==> src/rtl/s_add_err_monitor16.sv <==
// s_add_err_monitor16: error statistics collector behind a 16-bit signed adder.
// Optional squared-error accumulator built when S_ADD_ERR_MON_SQ_EN is defined.
module s_add_err_monitor16 #(
  parameter int WIDTH = 16,
  parameter int ACC_W = 48,
  parameter int CNT_W = 32
) (
  input  logic               clk,
  input  logic               rst,
  input  logic               start,
  input  logic [CNT_W-1:0]   n_samples,
  input  logic               in_valid,
  output logic               in_ready,
  input  logic [WIDTH-1:0]   a,
  input  logic [WIDTH-1:0]   b,
  input  logic [WIDTH:0]     dut_out,
  output logic               busy,
  output logic               done,
  output logic [CNT_W-1:0]   err_count,
  output logic [ACC_W-1:0]   sum_abs_err,
  output logic [WIDTH:0]     max_abs_err,
  output logic               acc_ovf,
  output logic [2*WIDTH+31:0] sum_sq_err
);

  typedef enum logic [1:0] {
    IDLE,
    RUN,
    DRAIN,
    DONE
  } state_t;

  state_t           state;
  state_t           state_nx;
  logic [CNT_W-1:0] remain;
  logic             s1_valid;
  logic [WIDTH:0]   s1_abs;
  logic             s1_nz;
  logic             accept;
  logic             go;
  logic             sq_sat;
  logic [WIDTH:0]   exact;
  logic [WIDTH+1:0] diff;
  logic [WIDTH:0]   abs_v;
  logic [ACC_W:0]   sum_ext;

  assign in_ready = (state == RUN);
  assign busy     = (state == RUN) | (state == DRAIN);
  assign done     = (state == DONE);
  assign accept   = in_valid & in_ready;
  assign go       = start & ((state == IDLE) | (state == DONE));

  // |diff| never exceeds 2^(WIDTH+1)-1, so the low bits suffice.
  assign exact = {a[WIDTH-1], a} + {b[WIDTH-1], b};
  assign diff  = {dut_out[WIDTH], dut_out} - {exact[WIDTH], exact};
  assign abs_v = diff[WIDTH+1] ? (~diff[WIDTH:0] + 1'b1) : diff[WIDTH:0];

  assign sum_ext = {1'b0, sum_abs_err} + (ACC_W+1)'(s1_abs);

  // State register.
  always_ff @(posedge clk) begin
    if (rst) state <= IDLE;
    else     state <= state_nx;
  end

  // Next-state logic.
  always_comb begin
    state_nx = state;
    unique case (state)
      IDLE, DONE: begin
        if (start)
          state_nx = (n_samples == '0) ? DONE : RUN;
      end
      RUN: begin
        if (accept && remain == CNT_W'(1))
          state_nx = DRAIN;
      end
      DRAIN: begin
        if (!s1_valid)
          state_nx = DONE;
      end
      default: state_nx = IDLE;
    endcase
  end

  // Remaining count and stage-1 capture of the per-sample error.
  always_ff @(posedge clk) begin
    if (rst) begin
      remain   <= '0;
      s1_valid <= 1'b0;
      s1_abs   <= '0;
      s1_nz    <= 1'b0;
    end else begin
      s1_valid <= accept;
      if (go)
        remain <= n_samples;
      else if (accept)
        remain <= remain - 1'b1;
      if (accept) begin
        s1_abs <= abs_v;
        s1_nz  <= |diff;
      end
    end
  end

  // Statistics accumulate one edge after the sample is accepted.
  always_ff @(posedge clk) begin
    if (rst || go) begin
      err_count   <= '0;
      sum_abs_err <= '0;
      max_abs_err <= '0;
      acc_ovf     <= 1'b0;
    end else if (s1_valid) begin
      if (s1_nz)
        err_count <= err_count + 1'b1;
      if (s1_abs > max_abs_err)
        max_abs_err <= s1_abs;
      if (sum_ext[ACC_W])
        sum_abs_err <= '1;
      else
        sum_abs_err <= sum_ext[ACC_W-1:0];
      if (sum_ext[ACC_W] || sq_sat)
        acc_ovf <= 1'b1;
    end
  end

`ifdef S_ADD_ERR_MON_SQ_EN
  localparam int SQ_W = 2*WIDTH+2;
  localparam int SS_W = 2*WIDTH+32;

  logic [SQ_W-1:0] s1_sq;
  logic [SS_W-1:0] sq_acc;
  logic [SS_W:0]   sq_ext;

  assign sq_ext     = {1'b0, sq_acc} + (SS_W+1)'(s1_sq);
  assign sq_sat     = sq_ext[SS_W];
  assign sum_sq_err = sq_acc;

  // Stage-1 square of the absolute error.
  always_ff @(posedge clk) begin
    if (rst)         s1_sq <= '0;
    else if (accept) s1_sq <= SQ_W'(abs_v) * SQ_W'(abs_v);
  end

  // Saturating squared-error accumulator.
  always_ff @(posedge clk) begin
    if (rst || go)
      sq_acc <= '0;
    else if (s1_valid)
      sq_acc <= sq_sat ? '1 : sq_ext[SS_W-1:0];
  end
`else
  assign sq_sat     = 1'b0;
  assign sum_sq_err = '0;
`endif

endmodule

==> config.mk <==
export PLATFORM = sky130hd
export DESIGN_NAME = s_add_err_monitor16
export DESIGN_NICKNAME = d
export VERILOG_FILES = /design/src/rtl/s_add_err_monitor16.sv
export SDC_FILE = /design/constraint.sdc
export NUM_CORES = 1
export LEC_CHECK = 0
export ABC_AREA = 1
export BUFFER_PORTS_ARGS = -buffer_cell sky130_fd_sc_hd__buf_2
export CAP_MARGIN = 15
export CORE_MARGIN = 3
export CORE_UTILIZATION = 61
export DETAILED_ROUTE_END_ITERATION = 16
export GPL_TIMING_DRIVEN = 0
export PLACE_DENSITY = 0.95
export REMOVE_ABC_BUFFERS = 1
export SETUP_SLACK_MARGIN = 0.02
export SLEW_MARGIN = 5
export SYNTH_ARGS = -nofsm -noshare
export SYNTH_HDL_FRONTEND = slang
export SYNTH_SLANG_ARGS = --single-unit
==> constraint.sdc <==
create_clock -name clk -period 5.6 [get_ports clk]
set_clock_uncertainty 0.15 [all_clocks]
set_input_delay 0.84 -clock clk [delete_from_list [all_inputs] [get_ports clk]]
set_output_delay 0.84 -clock clk [all_outputs]
set_load 0.02 [all_outputs]
==> run summary <==
Die W: 145 um
Core Box Area: 18800 um2
Reg area: 3020 um2
Vias: 12.4k
Max-Cap Viols: 0
Placed wire-length estimate: 24.0 mm
Post-CTS setup buffers: 0
IO Count: 250
Top sig layer: met4
Fin crit share: 63.9%
WS Path Type: in -> reg
Flops & latches, synth: 151
DR pass1 iterations: 7
Minimum hold slack: 0.313 ns
RSZ-0062 raised after global routing: false
Skew-Pair Late Insertion Delay: 0.42 ns
H-tree level count: 4
Max incr delay on CP: 0.50 ns
Clk root buf: clkbuf_16
Gates resized, CTS repair: 0
Met1 WL: 12.7 mm
WL/cell: 13.9 um
Clock transition at the registers of the reported paths: 0.06 ns
Worst Setup Slack, final: 2.02 ns
Worst ir drop on vdd: 0.278 mV
Area of the multi-input gates: 7240 um2
Hold-fix buffers at CTS: 0
Most frequent CP cell: nand2_1
Crit. End Element: flip-flop
Actual slew at the worst max-slew pin: 0.989 ns
Ys flop type: dfxtp_1
Synth top area cells: dfxtp_1 26%, nand2_1 15%, inv_1 8.7%
First-pass GRT wire length: 50.2 mm
Post-synth top area cell: dfxtp_1
Mean post-synth cell area: 6.37 um2
EDFF count, synth: 0
Slew Limit Fails: 0
Ys Warns: 0
Layout fillers: 1577
Startpoint Class: primary input
Starting density of the core: 62.4%
Post-Synthesis Cells: 1838
Cell with the most instances after synthesis: nand2_1
Static leakage: 0.00645 uW
Sequential share of the synthesized area: 25.8%
Clock Sink Count: 151
Mapped Area: 11700 um2
Critical Path RT: 5.77 ns
Pwr per Cell Area: 334 nW/um2
Antenna-violating nets left: 0
Routability cong.: 0.972
Fin crit period: 3.58 ns
GRT Overall Usage: 28.9%
Post-layout nets: 2172
Hold Vio Cnt, Final: 0
Cell row count: 50
Vias in the first global route: 11.3k
Final wirelength: 31.3 mm
Drt drc: 0
Worst-path cell chain: buf_2, fa_1, inv_1, ha_1, inv_1, nand2_1, inv_1, fa_1, inv_1, nand3_1, nand2_1, nand2_1, nand2_1, nand2_1, nor2_2, nand2_1, nor2_2, nand2_2, nor2_4, nand2_1, nand3_1, nand3_1, nand2_1, inv_1
TritonCTS clock tree: done
Wire length on met2: 15.1 mm
Post-synth ARST share: 0%
Area added between synthesis and finish: 12.7%
CP max FO: 4
Max transition margin: 34.0%
Max Clk Rate: 279 MHz
Crit-path slowest cell: fa_1
N_diodes: 0
Status: complete, no violations
PortBufs: 185
HP Class: reg -> reg
Largest net degree at the start of global routing: 48
Initial antenna violation count: 0
Grt ovf: 0
CTS Buf Count: 17
Area share of the largest cell type after synthesis: 25.8%
Commonest cells post-synth: 466 x nand2_1, 273 x inv_1, 198 x nor2_1
Crit path DAT: 3.75 ns
Final Power: 4410 uW
Synth cell types: 56
Pre-CTS WS: 1.55 ns
Routed vias/inst: 5.49
Final setup fails: 0
DR iter-0 viols: 812
Die area: 20900 um2
Clk buf depth: 2
Fraction of layout cells with a size suffix above 1: 13.4%
Met3 WL post-DR: 2.54 mm
Die Ht: 145 um
## layer usage
layer,global-route usage (%),vias up
li1,-,6157
met1,34.9,5620
met2,50.0,521
met3,6.08,83
met4,12.0,0
met5,0,-
## where the power goes
group | total, uW | switching, uW | internal [uW] | leakage [uW]
logic | 1910 | 1250 | 655 | 0.00495
registers | 1380 | 170 | 1210 | 0.00123
clock network | 1130 | 491 | 636 | 0.000279
total | 4410 | 1910 | 2500 | 0.00645
## cells in the final DEF, fill, tap and decap left out, types with 4 or more instances in the layout
master | netlist | routed
a31oi_1 | 30 | 30
o211ai_1 | 8 | 8
nand3b_1 | 10 | 10
nand4_1 | 40 | 40
a21oi_1 | 122 | 122
inv_2 | 5 | 6
o21ai_1 | 4 | 4
inv_6 | 0 | 5
ha_1 | 61 | 61
o21a_1 | 4 | 4
clkbuf_16 | 0 | 17
nand2_2 | 8 | 8
nor2_4 | 4 | 5
nor4_1 | 19 | 19
nand2_1 | 466 | 466
buf_2 | 2 | 185
nand3_2 | 4 | 4
xnor2_1 | 15 | 15
dfxtp_1 | 151 | 150
xor2_1 | 29 | 29
conb_1 | 1 | 64
fa_1 | 18 | 18
nand3_1 | 96 | 96
inv_1 | 273 | 272
nor2_2 | 7 | 8
o21ai_0 | 92 | 92
o21ai_2 | 4 | 4
nor2_1 | 198 | 196
nor3_1 | 34 | 34
## worst max-delay path, delay by kind of cell
family	cells	cell delay [ns]
adders and majority gates	3	1.04
and+or+nand+nor	15	1.44
buffers and inverters	6	0.42
## area by class of cell
cell class / instances / share of cell area, %
repair buffers: 189 / 7.69
inverters: 280 / 7.96
flip-flops and latches: 151 / 22.9
clock buffers: 18 / 3.33
clock inverters: 14 / 1.08
well taps: 234 / 2.22
multi-input cells: 1369 / 54.8
## registers in the layout, indices dropped and copies added, names as in the netlist
| signal | cells |
|---|---|
| sum_abs_err | 48 |
| err_count | 32 |
| remain | 32 |
| max_abs_err | 17 |
| s1_abs | 17 |
| state | 2 |
| acc_ovf | 1 |
| s1_nz | 1 |
| s1_valid | 1 |
## metrics by stage
stage / instances / cell area, um2 / setup TNS (ns) / utilization, %
after global placement: 2219 / 12500 / -82.17 / 66.7
after floorplan: 1800 / 11300 / 0 / -
after detailed placement: 2222 / 12600 / 0 / 67.1
after global routing: 2255 / 13200 / 0 / 70.4
final: 2255 / 13200 / 0 / 70.4
after CTS: 2254 / 13200 / 0 / 70.2
## final timing paths
path | from | to | slack, ns | depth (start not counted)
worst max-delay path | a[0] | s1_abs[13] | 2.02 | 24
worst min-delay path | acc_ovf | acc_ovf | 0.31 | 2
worst max register to register | state[0] | err_count[2] | 2.23 | 9
worst min register to register | acc_ovf | acc_ovf | 0.31 | 2
## kinds of logic (layout without fill, tap and decap cells)
| logic type | count (synthesis) | in the layout | synth area share [%] |
|---|---|---|---|
| other | 1 | 64 | 0.0320 |
| AND/OR/NAND/NOR | 901 | 901 | 33.6 |
| AO/OA/AOI/OAI | 281 | 281 | 13.2 |
| adder cells (fa/ha/maj) | 79 | 79 | 9.59 |
| XOR/XNOR | 44 | 44 | 3.29 |
| flip-flops | 151 | 151 | 25.8 |
| buffers and inverters | 381 | 501 | 14.5 |
No activity file was read; power rests on OpenSTA's default activity.
